<file path="config.mk">
export PLATFORM = sky130hd
export DESIGN_NAME = bus_fabric
export DESIGN_NICKNAME = d
export VERILOG_FILES = /design/src/rtl/bus_fabric.sv
export SDC_FILE = /design/constraint.sdc
export NUM_CORES = 1
export LEC_CHECK = 0
export BUFFER_PORTS_ARGS = -buffer_cell sky130_fd_sc_hd__buf_4
export CAP_MARGIN = 20
export CORE_UTILIZATION = 35
export CTS_BUF_LIST = sky130_fd_sc_hd__clkbuf_16
export CTS_CLUSTER_SIZE = 28
export DETAILED_ROUTE_END_ITERATION = 16
export GPL_TIMING_DRIVEN = 0
export PLACE_DENSITY = 0.67
export SKIP_CTS_REPAIR_TIMING = 1
export SYNTH_ARGS = -nofsm -noshare
export SYNTH_HDL_FRONTEND = slang
export SYNTH_SLANG_ARGS = --single-unit
</file>
<file path="constraint.sdc">
create_clock -name clk -period 2.78 [get_ports clk]
set_input_delay 0.278 -clock clk [delete_from_list [all_inputs] [get_ports clk]]
set_output_delay 0.278 -clock clk [all_outputs]
set_load 0.01 [all_outputs]
</file>
<file path="src/rtl/bus_fabric.sv">
// Single-master memory-mapped interconnect: base/mask decode, registered one-cycle
// slave strobes, outstanding-read tracking with timeout and unmapped-access errors.
module bus_fabric #(
    parameter int                      AW       = 16,
    parameter int                      DW       = 32,
    parameter int                      N_SLAVES = 4,
    parameter logic [N_SLAVES*AW-1:0]  BASE     = '0,
    parameter logic [N_SLAVES*AW-1:0]  MASK     = '0,
    parameter int                      TIMEOUT  = 255,
    parameter logic [DW-1:0]           ERR_DATA = '0
) (
    input  logic                   clk,
    input  logic                   rst_n,
    input  logic [AW-1:0]          m_addr,
    input  logic                   m_rd_en,
    input  logic                   m_wr_en,
    input  logic [DW-1:0]          m_wr_data,
    input  logic [DW/8-1:0]        m_wr_mask,
    output logic [DW-1:0]          m_rd_data,
    output logic                   m_rd_valid,
    output logic                   m_busy,
    output logic                   m_err,
    output logic [AW-1:0]          s_addr,
    output logic [DW-1:0]          s_wr_data,
    output logic [DW/8-1:0]        s_wr_mask,
    output logic [N_SLAVES-1:0]    s_rd_en,
    output logic [N_SLAVES-1:0]    s_wr_en,
    input  logic [N_SLAVES*DW-1:0] s_rd_data,
    input  logic [N_SLAVES-1:0]    s_rd_valid
);

    localparam int SW = (N_SLAVES > 1) ? $clog2(N_SLAVES) : 1;
    localparam int MW = DW / 8;

    typedef enum logic [1:0] {
        IDLE,
        ISSUE,
        WAIT_RD,
        RESP
    } state_t;

    state_t                 state_q;
    logic [SW-1:0]          sel_q;
    logic                   isRd_q;
    logic [15:0]            timeoutCnt_q;
    logic [15:0]            timeoutCnt_d;
    logic [AW-1:0]          sAddr_q;
    logic [DW-1:0]          sWrData_q;
    logic [MW-1:0]          sWrMask_q;
    logic [N_SLAVES-1:0]    sRdEn_q;
    logic [N_SLAVES-1:0]    sWrEn_q;
    logic [DW-1:0]          mRdData_q;
    logic                   mRdValid_q;
    logic                   mErr_q;

    logic                   hit_d;
    logic [SW-1:0]          hitIdx_d;
    logic [AW-1:0]          offset_d;
    logic [N_SLAVES-1:0]    selOneHot_d;
    logic                   selValid;
    logic [DW-1:0]          selData;

    // Walk from the highest index down so the lowest matching slave wins overlaps.
    always_comb begin
        hit_d    = 1'b0;
        hitIdx_d = '0;
        offset_d = '0;
        for (int i = N_SLAVES - 1; i >= 0; i--) begin
            if ((m_addr & MASK[i*AW +: AW]) == BASE[i*AW +: AW]) begin
                hit_d    = 1'b1;
                hitIdx_d = SW'(i);
                offset_d = m_addr & ~MASK[i*AW +: AW];
            end
        end
    end

    always_comb begin
        selOneHot_d           = '0;
        selOneHot_d[hitIdx_d] = 1'b1;
    end

    assign selValid     = s_rd_valid[sel_q];
    assign selData      = s_rd_data[sel_q*DW +: DW];
    assign timeoutCnt_d = timeoutCnt_q + 16'd1;

    always_ff @(posedge clk or negedge rst_n) begin
        if (!rst_n) begin
            state_q      <= IDLE;
            sel_q        <= '0;
            isRd_q       <= 1'b0;
            timeoutCnt_q <= '0;
            sAddr_q      <= '0;
            sWrData_q    <= '0;
            sWrMask_q    <= '0;
            sRdEn_q      <= '0;
            sWrEn_q      <= '0;
            mRdData_q    <= '0;
            mRdValid_q   <= 1'b0;
            mErr_q       <= 1'b0;
        end else begin
            sRdEn_q    <= '0;
            sWrEn_q    <= '0;
            mRdValid_q <= 1'b0;
            mErr_q     <= 1'b0;
            case (state_q)
                IDLE: begin
                    if (m_rd_en || m_wr_en) begin
                        isRd_q <= m_rd_en;
                        if (hit_d) begin
                            sel_q     <= hitIdx_d;
                            sAddr_q   <= offset_d;
                            sWrData_q <= m_wr_data;
                            sWrMask_q <= m_wr_mask;
                            if (m_rd_en) begin
                                sRdEn_q <= selOneHot_d;
                            end else begin
                                sWrEn_q <= selOneHot_d;
                            end
                            state_q <= ISSUE;
                        end else begin
                            mErr_q <= 1'b1;
                            if (m_rd_en) begin
                                mRdValid_q <= 1'b1;
                                mRdData_q  <= ERR_DATA;
                            end
                            state_q <= RESP;
                        end
                    end
                end
                // A slave may answer in the same cycle it sees its strobe.
                ISSUE: begin
                    timeoutCnt_q <= '0;
                    if (!isRd_q) begin
                        state_q <= IDLE;
                    end else if (selValid) begin
                        mRdData_q  <= selData;
                        mRdValid_q <= 1'b1;
                        state_q    <= RESP;
                    end else begin
                        state_q <= WAIT_RD;
                    end
                end
                WAIT_RD: begin
                    if (selValid) begin
                        mRdData_q    <= selData;
                        mRdValid_q   <= 1'b1;
                        timeoutCnt_q <= '0;
                        state_q      <= RESP;
                    end else if (timeoutCnt_d == 16'(TIMEOUT)) begin
                        mRdData_q    <= ERR_DATA;
                        mRdValid_q   <= 1'b1;
                        mErr_q       <= 1'b1;
                        timeoutCnt_q <= '0;
                        state_q      <= RESP;
                    end else begin
                        timeoutCnt_q <= timeoutCnt_d;
                    end
                end
                RESP: begin
                    state_q <= IDLE;
                end
                default: begin
                    state_q <= IDLE;
                end
            endcase
        end
    end

    assign m_busy     = (state_q != IDLE);
    assign m_rd_data  = mRdData_q;
    assign m_rd_valid = mRdValid_q;
    assign m_err      = mErr_q;
    assign s_addr     = sAddr_q;
    assign s_wr_data  = sWrData_q;
    assign s_wr_mask  = sWrMask_q;
    assign s_rd_en    = sRdEn_q;
    assign s_wr_en    = sWrEn_q;

endmodule

</file>
# After elaboration in Yosys (flattened, before gate mapping)

Cells that the tools add are included.

Shift operators: 0
Equal/unequal tests: 8
Multipliers: 0
$add $sub $neg: 1
Divide/modulo/power cells: 0
Reduce and logical (&&, ||, !) cells: 7
$lt $le $gt $ge: 0
Muxes and demuxes: 27
Bitwise operators: 0

Operators by type and width:

| kind                                                             | count |
|---|---|
| 32-bit two-way mux                                               | 4 |
| 32-bit case mux with 2 select lines                              | 1 |
| 16-bit two-way mux                                               | 2 |
| 16-bit case mux with 2 select lines                              | 1 |
| 16-bit by 1-bit adder with 16-bit output, second input constant  | 1 |
| 16-bit by 8-bit == test with 1-bit output, second input constant | 1 |
| 1-bit two-way mux                                                | 11 |
| 2-bit two-way mux                                                | 4 |
| 4-bit two-way mux                                                | 2 |
| 2-bit case mux with 4 select lines                               | 1 |
| 2-bit != test, second input constant                             | 3 |
| 2-bit == test, second input constant                             | 2 |
| 2-bit AND reduction                                              | 2 |
| 4-bit AND reduction                                              | 1 |
| 2-bit nonzero test                                               | 2 |
| 3-bit != test, second input constant                             | 1 |
| 2-bit by 1-bit == test with 1-bit output, second input constant  | 1 |
| 2-bit zero test                                                  | 1 |
| 1-bit case mux with 2 select lines                               | 1 |
| 1-bit logical OR                                                 | 1 |

RAM bits: 0
Input port bits: 188
Bits in latches: 0
Register bits after elaboration: 113
Memories: 0
Memory bits (read-only): 0
Output and inout port bits: 95

# Depth between registers and ports, before layout

Depth in word-level cells: 5
Gate-level depth with buffers: 10
Gate-level depth less buffers: 8

# Worst setup path after synthesis

Ideal clock, no wire load.

Path type: register -> register
Start point: register state_q[0]
End point: register mRdData_q[11], in the netlist m_rd_data[11]
Cell stages (with the launch flop): 9
Library setup time: 0.123 ns
Data required time: 2.657 ns
Data arrival time: 2.128 ns
Clock period less this slack: 2.250 ns
Setup slack: 0.530 ns
Cell sequence: dfrtp_1 > inv_1 > ha_1 > clkbuf_1 > and2_1 > clkbuf_1 > clkbuf_1 > mux2i_1 > nor2_4

Word-level cells in the longest chain between the ends: 3
Elaborated cells between the ends (all ways): 8
Classes of those cells: eq/ne (5); mux (1); reduce/logical (2)

Ends and longest elaborated chain:

| element                                                                   | line | RTL |
|---|---|---|
| from (decl)                                                               | 42   | `state_t state_q;` |
| from (signal assigned)                                                    | 88   | `state_q <= IDLE;` |
| from (signal assigned)                                                    | 119  | `state_q <= ISSUE;` |
| from (signal assigned)                                                    | 126  | `state_q <= RESP;` |
| 2-bit == test or 2-bit by 1-bit == test with 1-bit output (tied branches) | 105  | `case (state_q)` |
| 3-bit != test (no source line), or another cell as far along              | -    |  |
| 4-bit AND reduction (no source line)                                      | -    |  |
| to (signal assigned)                                                      | 136  | `mRdData_q <= selData;` |
| to (signal assigned)                                                      | 145  | `mRdData_q <= selData;` |
| to (decl)                                                                 | 52   | `logic [DW-1:0] mRdData_q;` |

Several ways; a longest one is shown, not always the timed one.
A chain may end at the register's enable or synchronous reset.

# Worst setup path in the final report

Ends and elaborated chain as after synthesis.

==> out/summary.md <==
Outcome
* result of the run: complete, no violations

Job
* number of max-capacitance violations reported: 0

Yosys
* Post-synth top flop: sky130_fd_sc_hd__dfrtp_1
* simple-gate portion of the synthesized area: 15.4%
* portion of netlist area occupied by mux cells: 19.0%
* Post-Synthesis Cell Area: 4930 um2
* largest family of logic cells by synthesized area: multiplexers
* instance count of the mapped netlist: 384
* fraction of the yosys area taken by sequential cells: 54.3%
* Synth cell types: 50
* async set-or-reset flop fraction in the synthesized netlist: 100%
* compound-gate portion of the synthesized area: 5.23%
* adder-cell share of the synthesized area: 1.27%
* warning count from the yosys run: 0
* EDFF count, synth: 0
* post-synthesis xor/xnor area fraction: 0.888%
* number of storage elements in the synthesis netlist: 107
* average instance area after synthesis: 12.8 um2

Worst setup path
* worst stage delay on the critical path: 0.44 ns
* r2r startpoint: state_q[0]$_DFFE_PN0P_
* cell type with the highest occurrence count on the critical path: sky130_fd_sc_hd__clkbuf_1
* highest fanout seen on the critical path: 10
* ordered list of cells on the worst path: inv_1, ha_1, clkbuf_1, and2_1, clkbuf_1, clkbuf_2, mux2i_1, nor2_4
* critical path arrival: 2.75 ns
* launching element type of the critical path: flip-flop
* worst setup path startpoint: state_q[0]$_DFFE_PN0P_
* Max stage delay cell, worst path: sky130_fd_sc_hd__dfrtp_1
* critical path buffer and inverter count: 4
* data required time at the worst endpoint: 3.01 ns
* crit-path leading delay family: buffers and inverters
* type of the worst setup path: reg2reg
* category of the worst setup path capture point: flip-flop

Final layout
* total number of nets in the final design: 772
* area growth from synthesis to layout: 38.5%
* post-route insts no fill: 762
* number of diodes added for antenna fixing: 0
* layout cell share with drive strength beyond 1: 47.3%

Power
* sequential power share: 35.5%
* Static Leak: 3.25 nW
* Power Dens Cells: 1070 nW/um2
* proportion of power drawn by the clock network: 16.8%
* P_sw: 0.00258 W
* total internal power: 0.00475 W
* Comb power frac: 47.7%
* VDD IR max: 0.000462 V
* switch share: 35.2%

Global routing
* GR Util All Layers: 14.9%
* wire length of the first global-routing pass: 17.1 mm
* largest net degree at the start of global routing: 67
* number of global-route vias before repair: 3,591
* grt ovf: 0
* initial antenna violation count: 0

Detailed routing
* total length of routed wires: 10.8 mm
* number of detailed-route iterations in the first pass: 4
* count of nets left with antenna violations after detail routing: 0
* number of vias in the routed layout: 3,632
* number of vias per cell: 4.77
* number of DRC markers in iteration 0: 129
* # DRC: 0
* Wirelength per Cell: 14.2 um

Clock network
* clock slew seen by the registers of the worst setup and hold paths: 0.07 ns
* # clock sinks: 107
* buffer type at the clock tree root: sky130_fd_sc_hd__clkbuf_16
* total CTS buffers: 9
* number of levels in the clock H-tree: 3
* clock buffer depth: 2
* clock latency on the worst-skew pair: 0.34 ns
* CTS tree: done

Die
* die height: 121 um
* Row Count: 43
* initial cell density of the core: 35.7%
* I/O pin count: 283
* die outline width: 121 um
* die area: 14,600 um2
* Core Area: 13,800 um2

Min path
* launch point of the worst hold path: m_rd_en
* Hold WC Path Type: in2reg

STA
* Final Setup Violations: 0
* Final Max Slew Viols: 0
* setup ws final: 0.259 ns
* Final Hold Viols: 0
* actual slew at the worst max-slew pin: 0.624 ns
* post-layout min period: 2.52 ns
* RSZ-0062 raised after global routing: no
* Post-Route Hold Slack: 0.103 ns
* Clock Skews: 0.00439 ns
* Total Neg Setup Slack: 0 ns
* share of the clock period used by the worst path after layout: 90.7%
* headroom to the max-slew limit: 58.1%
* top achievable clock speed: 397 MHz

Place
* post-DP HPWL: 8.20 mm
* number of placed instances with taps included: 747
* number of buffers inserted by port buffering: 177
* RD Place Congestion: 0.792
* pre-CTS setup slack: -0.00691 ns

sequential cells by signal (all words and copies together) (netlist names), named ones only:
name and cells:
s_rd_en 1, m_rd_data 32, m_err 1, state_q 1, s_wr_data 32, s_addr 16
timeoutCnt_q 16, s_wr_mask 4, s_wr_en 1, m_rd_valid 1, isRd_q 1
cells by family after synthesis:
kind of cell	count (synthesis)
compound gates	39
xor+xnor	5
fa+ha+maj	5
buf+inv	34
flops	107
mux	87
other cells	1
simple gates	106
power by group through the flow:
| stage | clock [W] | combinational (W) | sequential [W] |
|---|---|---|---|
| floorplan | 0 | 0.00173 | 0.00290 |
| global route | 0.00134 | 0.00380 | 0.00269 |
| global placement | 0 | 0.00346 | 0.00260 |
| detailed placement | 0 | 0.00356 | 0.00263 |
| CTS | 0.00128 | 0.00356 | 0.00261 |
| finish | 0.00123 | 0.00350 | 0.00260 |
path summary, 6_finish.rpt:
| path | depth (start not counted) | slack, ns | end |
|---|---|---|---|
| hold reg to reg | 1 | 0.49 | s_wr_data[18]$_DFFE_PN0P_ |
| max in group asynchronous | 3 | 1.60 | s_wr_data[10]$_DFFE_PN0P_ |
| hold / removal | 2 | 0.10 | s_wr_en[0]$_DFF_PN0_ |
| min in group asynchronous | 2 | 0.47 | m_rd_data[24]$_DFFE_PN0P_ |
| setup / recovery | 8 | 0.26 | m_rd_data[11]$_DFFE_PN0P_ |
| setup reg to reg | 8 | 0.26 | m_rd_data[11]$_DFFE_PN0P_ |
cell usage in the layout, fill, tap and decap left out, drive strengths merged, types with 2 or more instances in the layout:
| cell | Yosys | routed |
|---|---|---|
| o2111ai | 3 | 3 |
| clkbuf | 13 | 22 |
| xnor2 | 4 | 4 |
| or3 | 3 | 3 |
| and3 | 7 | 7 |
| nand2b | 3 | 3 |
| o22ai | 4 | 4 |
| and2 | 5 | 5 |
| nor3 | 5 | 5 |
| o211ai | 3 | 3 |
| conb | 1 | 6 |
| nand4 | 6 | 6 |
| a31oi | 5 | 5 |
| nor2 | 41 | 41 |
| dfrtp | 107 | 107 |
| ha | 5 | 5 |
| a22o | 2 | 2 |
| o21ai | 13 | 13 |
| nor2b | 4 | 4 |
| nand2 | 10 | 10 |
| buf | 12 | 190 |
| inv | 9 | 9 |
| clkinv | 0 | 4 |
| nand3 | 15 | 15 |
| a21o | 2 | 2 |
| o31ai | 3 | 3 |
| mux2 | 52 | 52 |
| nor4 | 3 | 3 |
| mux2i | 35 | 35 |
cells in the mapped netlist (3+ instances only):
library cell,count,share of area [%]
sky130_fd_sc_hd__and3_1,6,0.76
sky130_fd_sc_hd__o211ai_1,3,0.46
sky130_fd_sc_hd__a31oi_1,5,0.63
sky130_fd_sc_hd__nand2b_1,3,0.38
sky130_fd_sc_hd__nand2_1,10,0.76
sky130_fd_sc_hd__nor2b_1,4,0.51
sky130_fd_sc_hd__mux2_1,24,5.5
sky130_fd_sc_hd__nor3_1,5,0.51
sky130_fd_sc_hd__buf_4,6,0.91
sky130_fd_sc_hd__o21ai_1,3,0.30
sky130_fd_sc_hd__nor2_4,19,4.3
sky130_fd_sc_hd__xnor2_1,4,0.71
sky130_fd_sc_hd__mux2_2,28,6.4
sky130_fd_sc_hd__o21ai_0,10,1.0
sky130_fd_sc_hd__o31ai_1,3,0.46
sky130_fd_sc_hd__o2111ai_1,3,0.53
sky130_fd_sc_hd__mux2i_1,35,7.1
sky130_fd_sc_hd__o22ai_1,4,0.51
sky130_fd_sc_hd__and2_1,4,0.51
sky130_fd_sc_hd__or3_1,3,0.38
sky130_fd_sc_hd__dfrtp_1,107,54
sky130_fd_sc_hd__nand4_1,3,0.38
sky130_fd_sc_hd__nor2_1,11,0.84
sky130_fd_sc_hd__nor2_2,11,1.4
sky130_fd_sc_hd__inv_1,8,0.61
sky130_fd_sc_hd__clkbuf_1,13,0.99
sky130_fd_sc_hd__nand3_1,15,1.5
sky130_fd_sc_hd__ha_1,5,1.3
per-layer routing:
metal  global-route usage [%]  up-vias  part of all wire (%)  wire length (um)
met3                     3.87       17                   6.0               650
met5                        0        -                     0                 0
met4                     6.64        0                   2.2               239
li1                         -     1733                     -                 -
met1                     18.1     1765                    42              4490
met2                     24.7      117                    50              5410
area by class of cell:
cell class | count | area, um2
Timing Repair Buffer | 179 | 1370
Tap cell | 180 | 225
Buffer | 25 | 160
Sequential cell | 107 | 2680
Multi-Input combinational cell | 248 | 2080
Inverter | 9 | 33.8
Fill cell | 1247 | 7000
Clock buffer | 9 | 225
Clock inverter | 5 | 56.3
through the flow:
stage | area (um2) | total power [W] | util, %
6_report | 6830 | 0.00733 | 49.4
5_1_grt | 6830 | 0.00783 | 49.4
4_1_cts | 6810 | 0.00745 | 49.3
3_5_place_dp | 6530 | 0.00619 | 47.2
3_3_place_gp | 6500 | 0.00606 | 47.0
2_1_floorplan | 4950 | 0.00463 | -
Note: power is estimated with default switching activity, not from simulation.
